File: src/rtl/fetch_stage.sv
// Fetch stage: issues one imem read per cycle, buffers returned
// instructions in a 2-entry FIFO and presents the head to decode.
module fetch_stage #(
   parameter int unsigned BUF_DEPTH = 2,
   parameter logic [31:0] NOP_INSTR = 32'h00000013
) (
   input  logic        clk,
   input  logic        rst,
   input  logic [31:0] pc,
   output logic [31:0] pc_next,
   input  logic        redirect_valid,
   input  logic [31:0] redirect_pc,
   output logic        imem_req,
   output logic [31:0] imem_addr,
   input  logic [31:0] imem_rdata,
   output logic        id_valid,
   input  logic        id_ready,
   output logic [31:0] id_instr,
   output logic [31:0] id_pc,
   output logic [31:0] id_pc_plus4
);

   localparam logic [2:0] DEPTH_W = 3'(BUF_DEPTH);

   logic [1:0]  count_q, count_d;
   logic        inflight_q, inflight_d;
   logic [31:0] req_pc_q, req_pc_d;
   logic        wr_ptr_q, wr_ptr_d;
   logic        rd_ptr_q, rd_ptr_d;
   logic [31:0] instr_q [2];
   logic [31:0] instr_d [2];
   logic [31:0] ipc_q [2];
   logic [31:0] ipc_d [2];

   logic        pop;
   logic        push;
   logic        issue;
   logic [2:0]  occ;

   // Decode-side view of the FIFO head; NOP/zero when empty.
   always_comb begin
      id_valid = (count_q != 2'd0);
      id_instr = NOP_INSTR;
      id_pc    = '0;
      if (id_valid) begin
         id_instr = instr_q[rd_ptr_q];
         id_pc    = ipc_q[rd_ptr_q];
      end
      id_pc_plus4 = id_pc + 32'd4;
   end

   // Issue decision, PC selection and next FIFO/in-flight state.
   always_comb begin
      pop   = id_valid & id_ready;
      push  = inflight_q & ~redirect_valid;
      // Occupancy counts the in-flight fetch and credits a same-cycle pop.
      occ   = {1'b0, count_q} + {2'b00, inflight_q} - {2'b00, pop};
      issue = ~rst & ~redirect_valid & (occ < DEPTH_W);

      imem_req  = issue;
      imem_addr = pc;

      if (rst)
         pc_next = pc;
      else if (redirect_valid)
         pc_next = {redirect_pc[31:2], 2'b00};
      else if (issue)
         pc_next = pc + 32'd4;
      else
         pc_next = pc;

      count_d    = count_q;
      wr_ptr_d   = wr_ptr_q;
      rd_ptr_d   = rd_ptr_q;
      instr_d    = instr_q;
      ipc_d      = ipc_q;
      inflight_d = issue;
      req_pc_d   = issue ? pc : req_pc_q;

      if (redirect_valid) begin
         count_d  = '0;
         wr_ptr_d = 1'b0;
         rd_ptr_d = 1'b0;
      end else begin
         if (push) begin
            instr_d[wr_ptr_q] = imem_rdata;
            ipc_d[wr_ptr_q]   = req_pc_q;
            wr_ptr_d          = ~wr_ptr_q;
         end
         if (pop)
            rd_ptr_d = ~rd_ptr_q;
         count_d = count_q + {1'b0, push} - {1'b0, pop};
      end
   end

   // State registers with asynchronous reset.
   always_ff @(posedge clk or posedge rst) begin
      if (rst) begin
         count_q    <= '0;
         inflight_q <= 1'b0;
         req_pc_q   <= '0;
         wr_ptr_q   <= 1'b0;
         rd_ptr_q   <= 1'b0;
         instr_q    <= '{default: '0};
         ipc_q      <= '{default: '0};
      end else begin
         count_q    <= count_d;
         inflight_q <= inflight_d;
         req_pc_q   <= req_pc_d;
         wr_ptr_q   <= wr_ptr_d;
         rd_ptr_q   <= rd_ptr_d;
         instr_q    <= instr_d;
         ipc_q      <= ipc_d;
      end
   end

endmodule

File: config.mk
export PLATFORM = sky130hd
export DESIGN_NAME = fetch_stage
export DESIGN_NICKNAME = d
export VERILOG_FILES = /design/src/rtl/fetch_stage.sv
export SDC_FILE = /design/constraint.sdc
export NUM_CORES = 1
export LEC_CHECK = 0
export BUFFER_PORTS_ARGS = -buffer_cell sky130_fd_sc_hd__buf_2
export CORE_ASPECT_RATIO = 0.8
export CORE_MARGIN = 5
export CORE_UTILIZATION = 45
export DETAILED_ROUTE_END_ITERATION = 16
export PLACE_DENSITY_LB_ADDON = 0.05
export SETUP_SLACK_MARGIN = 0.2
export SLEW_MARGIN = 40
export SYNTH_ARGS = -nofsm -noshare
export SYNTH_HDL_FRONTEND = slang
export SYNTH_SLANG_ARGS = --single-unit
File: constraint.sdc
create_clock -name clk -period 11.21 [get_ports clk]
set_input_delay 1.121 -clock clk [delete_from_list [all_inputs] [get_ports clk]]
set_output_delay 1.121 -clock clk [all_outputs]
set_load 0.01 [all_outputs]
# Word-level counts from Yosys, hierarchy flattened
# Cells that the tools add are included.
dict set report word_totals {
  reg_bits 165
  latchBits 0
  mem_bits_rw 0
  mem_bits_ro 0
  inputBits 100
  output_inout_bits 162
  wordCells 54
  mem_count 0
}
dict set report op_classes {
  add_sub_neg 6
  n_mul 0
  div_mod_pow 0
  n_lt_le_gt_ge 4
  n_eq_ne 0
  shifts 0
  muxes 20
  bitwise_logic 10
  reduce_logical 5
}
# cell n
set ops {}
lappend ops {{$mux 32} 12}
lappend ops {{$bwmux 64} 2}
lappend ops {{$add 32x3->32 const B} 2}
lappend ops {{$demux 32 s1} 1}
lappend ops {{$reduce_bool 2->1} 3}
lappend ops {{$and 1x1->1} 4}
lappend ops {{$ge 2x2->1 const B} 2}
lappend ops {{$mux 1} 4}
lappend ops {{$not 1->1} 4}
lappend ops {{$not 1->2} 2}
lappend ops {{$add 2x1->3} 1}
lappend ops {{$lt 3x2->1 const B} 1}
lappend ops {{$sub 3x1->3} 1}
lappend ops {{$add 2x1->2} 1}
lappend ops {{$lt 2x1->1 const B} 1}
lappend ops {{$mux 2} 1}
lappend ops {{$reduce_and 2->1} 1}
lappend ops {{$sub 2x1->2} 1}
lappend ops {{$logic_and 1x1->1} 1}

# Longest topological paths before layout
# Gate-level depths: netlist (run 1).
dict set report logic_depth {
  ltp_word 8
  depth_mapped 14
  ltp_nobuf 11
}

# Worst setup path before layout (run 1)
# OpenSTA, ideal clock, no wires.
dict set report synth_path {
  kind {input to output}
  start {input port rst}
  end {output port pc_next[14]}
  t_arrival_ns 7.477
  t_required_ns 10.089
  setup_slack_ns 2.612
  path_stages 6
  path_buffers 3
  path_cell_list {buf_2 inv_1 clkbuf_1 clkbuf_1 o22ai_1 a21oi_1}
}
dict set report synth_via {
  elab_chain_cells 6
}
# item line
set synth_lines {}
lappend synth_lines {{start, declared} 8} ;# input logic rst,
lappend synth_lines {{$not 1->1} 58} ;# issue = ~rst & ~redirect_valid & (occ < DEPTH_W);
lappend synth_lines {{$and 1x1->1 (2 in series)} 58}
lappend synth_lines {{$mux 32} 67} ;# else if (issue)
lappend synth_lines {{$mux 32} 65} ;# else if (redirect_valid)
lappend synth_lines {{$mux 32 (*)} 63} ;# if (rst)
lappend synth_lines {{end, declared} 10} ;# output logic [31:0] pc_next,
# Every way passes the cells marked *; elsewhere a longest branch is shown, timed or not.

# Worst setup path after layout (run 1)
dict set report layout_path {
  start {register count_q[1]}
  end {output port pc_next[4]}
}
dict set report layout_via {
  elab_chain_cells 8
  elab_cells_between_ends 9
  classes_between {2 x add/sub; 1 x order compare; 3 x mux; 2 x bitwise; 1 x reduce/logical}
}
# item line
set layout_lines {}
lappend layout_lines {{start, declared} 25} ;# logic [1:0] count_q, count_d;
lappend layout_lines {{start signal, assigned} 107} ;# count_q <= count_d;
lappend layout_lines {{branches (longest 2 deep; another with $add 2x1->3)} -}
lappend layout_lines {{$sub 3x1->3 (*)} 57} ;# occ = {1'b0, count_q} + {2'b00, inflight_q} - {2'b00, pop};
lappend layout_lines {{$lt 3x2->1 (*)} 58}
lappend layout_lines {{$and 1x1->1 (*)} 58}
lappend layout_lines {{$mux 32 (*)} 67}
lappend layout_lines {{$mux 32 (*)} 65}
lappend layout_lines {{$mux 32 (*)} 63}
# Every way passes the cells marked *.

==> results of run 1 <==
-- state kept, by name (all words and copies together) (netlist names) --
signal / count
count_q: 2
req_pc_q: 32
wr_ptr_q: 1
inflight_q: 1
ipc_q: 64
instr_q: 64
rd_ptr_q: 1
-- kinds of logic after synthesis --
family	after synthesis
and+or+nand+nor	312
muxes	196
DFF	165
buffers and inverters	106
AOI/OAI and AO/OA	78
xor gates and xnor gates	43
adders and majority gates	5
-- per-stage QoR --
step	worst slack (ns)	hold slack (ns)	total power, mW	utilization (%)
after detailed placement	5.46	0.491	2.00	52.6
after floorplan	2.61	0.458	1.67	-
final	5.07	0.501	2.54	55.4
after global placement	5.04	0.487	1.96	52.0
after global routing	4.56	0.515	2.73	55.4
after CTS	5.00	0.508	2.57	55.4
-- routing by layer --
layer	vias up	share of wire [%]
met5	-	0.028
met3	23	7.0
met4	2	1.1
li1	3535	-
met2	262	42
met1	3493	50
-- layout by cell type, fill, tap and decap left out, drive strengths merged, types with 8 or more instances in the layout --
master  instances
buf           268
dfrtp         165
mux2          129
nand2         128
nor2           82
mux2i          67
xor2           27
nand3          24
nor3           22
inv            21
nor4           20
a21oi          18
o22ai          18
clkbuf         18
xnor2          16
o21ai          11
a211oi          8
nand4           8
-- worst max path at each step --
stage,endpoint,cells after the start
5_1_grt,pc_next[4],13
3_5_place_dp,pc_next[4],13
4_1_cts,pc_next[4],13
3_3_place_gp,pc_next[4],13
2_1_floorplan,pc_next[14],6
6_report,pc_next[4],13
-- worst max-delay path: stages (launching register included) --
cell      delay [ns]
dfrtp_1         0.47
nor2_4          0.10
buf_4           0.64
inv_1           0.34
nand2_1         0.21
nor2_1          0.08
fa_1            0.40
xor2_1          0.36
or2_2           0.65
clkinv_2        0.62
a21oi_1         0.28
o21ai_0         0.09
o221a_2         0.18
buf_2           0.14
-- final cells by class --
class	instances	area share, %
clock buffers	18	3.88
well taps	264	2.98
flip-flops and latches	165	37.3
clock inverters	14	1.29
repair buffers	268	13.0
inverters	15	0.588
multi-input cells	634	41.0
-- report_power, final --
part	internal [mW]	switching, mW	leakage [nW]
combinational	0.441	0.483	2.98
clock	0.313	0.253	0.271
sequential	0.860	0.192	2.10
==> flow_summary_export.csv, run 1 <==
group,metric,value,unit
placement,portBuffers,259,
synth,synth-seq-area-share,44.9,%
die,die_height,138,um
clocking,cts-root-buf,"clkbuf_16",
worst_setup_path,timing.rr.end,"req_pc_q[8]",
synth,syn_area,9190,um2
final_layout,layout-drive-gt1-share,39.8,%
power_and_ir_drop,powerDensity,230,nW/um2
min_path,holdCritPathClass,"reg -> reg",
clocking,hold_buffers,0,
route,avgRoutedWirePerCell,17.9,um
die,start_util,46.0,%
die,die_x,170,um
synth,muxShareOfSynthArea,23.1,%
sta,period_minus_slack,6.14,ns
synth,ys.warnings.count,0,
synth,synth_ff_type,"dfrtp_1",
sta,finalCritPeriodShare,54.8,%
placement,dpl.hpwl,18.0,mm
global_routing,grt_pass1_vias,7211,
final_layout,multi_input_area,4530,um2
clocking,cts_tree,"done",
synth,synth-compound-area-share,5.69,%
clocking,cts_buffers,17,
worst_setup_path,cp-end-kind,"output port",
synth,synth_top_family_by_area,"multiplexers",
sta,rsz0062_at_grt,"no",
worst_setup_path,start_kind,"flip-flop",
route,drc,0,
global_routing,grt_start_max_net_pins,74,
placement,dp_cells,1346,
synth,synth-xor-area-share,4.10,%
sta,timing.fmax,163,MHz
synth,avgSynthCellArea,10.2,um2
synth,async_flop_share,100,%
worst_setup_path,crit_arrival,5.02,ns
worst_setup_path,worst_ep_required_time,10.09,ns
placement,dpl_cell_area,10500,um2
clocking,clock_latency,0.42,ns
clocking,cts_resized,0,
job,maxCapViolCount,0,
final_layout,seq_area,4130,um2
global_routing,track_usage,21.2,%
power_and_ir_drop,peakVddDrop,0.103,mV
sta,worst_pin_slew,0.848,ns
sta,final.setup.tns,0,ns
die,dieArea,23400,um2
synth,synth_fa_ha_area_share,0.762,%
global_routing,grt_use_met1,32.4,%
sta,drv_slew,0,
route,dr.pass1.iters,5,
worst_setup_path,r2r_cells,11,
synth,synth.most_common_cell,"dfrtp_1",
synth,synth_area_leaders,"dfrtp_1, mux2_2, mux2i_1",
sta,hold_viol_final,0,
min_path,hp-start,"req_pc_q[26]",
final_layout,fin_nets,1206,
final_layout,n_antenna_cell,0,
route,totalWireLength,24.7,mm
worst_setup_path,r2r-start,"count_q[1]",
global_routing,grt_use_met2,30.4,%
clocking,htreeDepth,4,
global_routing,grt_busiest_layer,"met1",
route,via_per_inst,5.31,
synth,synth_edf_count,0,
sta,finClkSkew,0.00923,ns
synth,yosysTopAreaCellShare,44.9,%
synth,syn-num-nets,1010,
worst_setup_path,rrSetupSlack,6.83,ns
sta,maxSlewHeadroom,43.2,%
final_layout,fill_cells,1857,
clocking,clkSinkCount,165,
global_routing,use_met3,4.56,%
placement,globalplace.congestion,0.795,
route,vias,7315,
global_routing,grt_first_pass_wirelength,39.2,mm
synth,yosysUniqueCellTypes,48,
die,io_pins,262,
die,core,20000,um2
clocking,clock_path_buffers,2,
synth,synth_cells,905,
synth,synthTopCellsByCount,"dfrtp_1, mux2_2, nand2_1",
die,core.rowCount,46,
worst_setup_path,cp-startpoint,"count_q[1]",
route,drt_iter0_drc,415,
min_path,hold_path_end,"req_pc_q[26]",
clocking,path_clk_slew,0.07,ns
route,ant_nets,0,
sta,setup_viol,0,
final_layout,post-route-cell-area,11100,um2
synth,synth-seq-cells,165,
worst_setup_path,worstSetupPathType,"reg -> out",
global_routing,grt-ovfl-total,0,
power_and_ir_drop,total_leakage_power,5.35,nW
min_path,whs_path_depth,2,
synth,synthSimpleGateAreaFrac,15.4,%
run_status,outcome,"completed",
final_layout,areaGrowthSynthToFinish,20.4,%
clocking,postCtsSetupBuffers,0,
global_routing,antenna_found_initial,1,
final_layout,final_cells,1378,
synth,yosys.area.top_type,"dfrtp_1",
worst_setup_path,crit_fanout,73,
Power figures use the tool's default switching activity.
==> run 2: changes to the inputs <==
- clock period: 11.21 -> 5.1 ns (I/O delays scaled with it)
==> run 2 against run 1 <==
  * Sequential share of layout area grew 0.072 points
  * Total power rose by 120%
  * Clock-buffer cell count unchanged
  * Combinational power is 120% higher
  * Sequential cell count is the same
  * Wire length up 0.25%
  * Worst hold slack lost 0.31 ns
  * Highest routed layer is now met4
==> flow_summary_export.csv, run 2 (synthesis gave the netlist of run 1 again) <==
group,metric,value,unit
final_layout,final_cell_mix,"buf_2, dfrtp_1, mux2_2, nand2_1, nor2_1",
worst_setup_path,crit_path_frequent_cell,"nor2_1",
min_path,holdCritPathClass,"in -> async",
sta,timing.fmax,222,MHz
clocking,clock_path_buffers,2,
global_routing,track_usage,21.0,%
worst_setup_path,worst_ep_required_time,4.59,ns
die,dieArea,23400,um2
placement,portBuffers,259,
power_and_ir_drop,powerDensity,509,nW/um2
worst_setup_path,crit_arrival,3.99,ns
die,core.rowCount,46,
placement,dpl_cell_area,10400,um2
route,avgRoutedWirePerCell,18.0,um
worst_setup_path,cp-end-kind,"output port",
clocking,cts_tree,"done",
clocking,cts-root-buf,"clkbuf_16",
clocking,htreeDepth,4,
power_and_ir_drop,total_leakage_power,5.34,nW
global_routing,grt_first_pass_wirelength,38.7,mm
sta,drv_slew,0,
sta,final.setup.tns,0,ns
die,io_pins,262,
worst_setup_path,crit_fanout,9,
clocking,clock_latency,0.42,ns
sta,maxSlewHeadroom,46.6,%
sta,finClkSkew,0.00937,ns
worst_setup_path,crit_slowest_cell,"or4_4",
clocking,postCtsSetupBuffers,0,
clocking,path_clk_slew,0.07,ns
route,totalWireLength,24.7,mm
worst_setup_path,rrSetupSlack,1.88,ns
route,ant_nets,0,
placement,globalplace.congestion,0.832,
placement,dpl.hpwl,17.9,mm
global_routing,antenna_found_initial,0,
global_routing,grt-ovfl-total,0,
route,drc,0,
clocking,hold_buffers,0,
route,drt_iter0_drc,535,
clocking,cts_resized,0,
global_routing,grt_pass1_vias,7059,
sta,hold_viol_final,0,
worst_setup_path,crit_chain,"nor2_4 > inv_1 > nand2_1 > nor2_1 > fa_1 > or3b_4 > or3_1 > or4_4 > o41ai_1 > nor2_1 > buf_2",
power_and_ir_drop,peakVddDrop,0.240,mV
job,maxCapViolCount,0,
global_routing,grt_start_max_net_pins,82,
route,dr.pass1.iters,5,
die,die_x,170,um
clocking,clkSinkCount,165,
sta,period_minus_slack,4.50,ns
run_status,outcome,"completed",
die,core,20000,um2
final_layout,final_common_cell,"buf_2",
die,die_height,138,um
sta,worst_pin_slew,0.798,ns
sta,rsz0062_at_grt,"no",
worst_setup_path,worstSetupPathType,"reg -> out",
final_layout,layout-drive-gt1-share,39.7,%
clocking,cts_buffers,17,
sta,finalCritPeriodShare,88.2,%
final_layout,areaGrowthSynthToFinish,20.2,%
sta,setup_viol,0,
final_layout,top_regs,"instr_q (64), ipc_q (64), req_pc_q (32)",
die,start_util,46.0,%
worst_setup_path,start_kind,"flip-flop",
worst_setup_path,crit_path_max_incr_delay,0.60,ns
route,vias,7309,
final_layout,post-route-cell-area,11000,um2
final_layout,fin_nets,1205,
sta,holdWs,0.195,ns
route,via_per_inst,5.30,
-- run 2: worst paths after layout --
kind	start	end	cells past startpoint
hold reg to reg	req_pc_q[22]	req_pc_q[22]	2
setup / recovery	count_q[1]	pc_next[30]	11
min in group clk	imem_rdata[21]	instr_q[21]	2
max in group asynchronous	rst	instr_q[59]	3
setup reg to reg	count_q[1]	req_pc_q[26]	11
hold / removal	rst	inflight_q	2
-- run 2: area by class of cell --
cell class	count	area (um2)
Antenna cell	1	2.50
Clock buffer	18	429
Clock inverter	14	168
Fill cell	1856	8920
Inverter	15	63.8
Multi-Input combinational cell	634	4540
Sequential cell	165	4130
Tap cell	264	330
Timing Repair Buffer	267	1380
-- run 2: stage by stage --
step           util [%]  total power [mW]  instances  setup WS, ns
2_1_floorplan         -              3.66        905         0.509
3_3_place_gp       52.1              4.33       1344          1.05
3_5_place_dp       52.3              4.37       1345          1.04
4_1_cts            55.3              5.68       1377         0.568
5_1_grt            55.3              6.02       1377         0.367
6_report           55.3              5.62       1378         0.603
-- run 2: report_power, final --
group	switching [mW]	total [mW]	leakage [nW]	internal (mW)
Clock	0.553	1.29	0.286	0.737
Combinational	1.04	2.01	2.95	0.964
Sequential	0.431	2.32	2.10	1.89
-- run 2: critical path, delay by kind of cell (launching register included) --
kind | cells | cell delay, ns
simple gates | 7 | 1.97
fa+ha+maj | 1 | 0.53
flops | 1 | 0.46
compound gates | 1 | 0.32
buf+inv | 2 | 0.27
-- run 2: per-layer routing --
layer  routed length [um]  global-route usage (%)  part of all wire [%]
met1                12300                    32.7                    50
met2                10400                    29.6                    42
met3                 1880                    5.28                   7.6
met4                  190                    3.80                  0.77
met5                    0                       0                     0
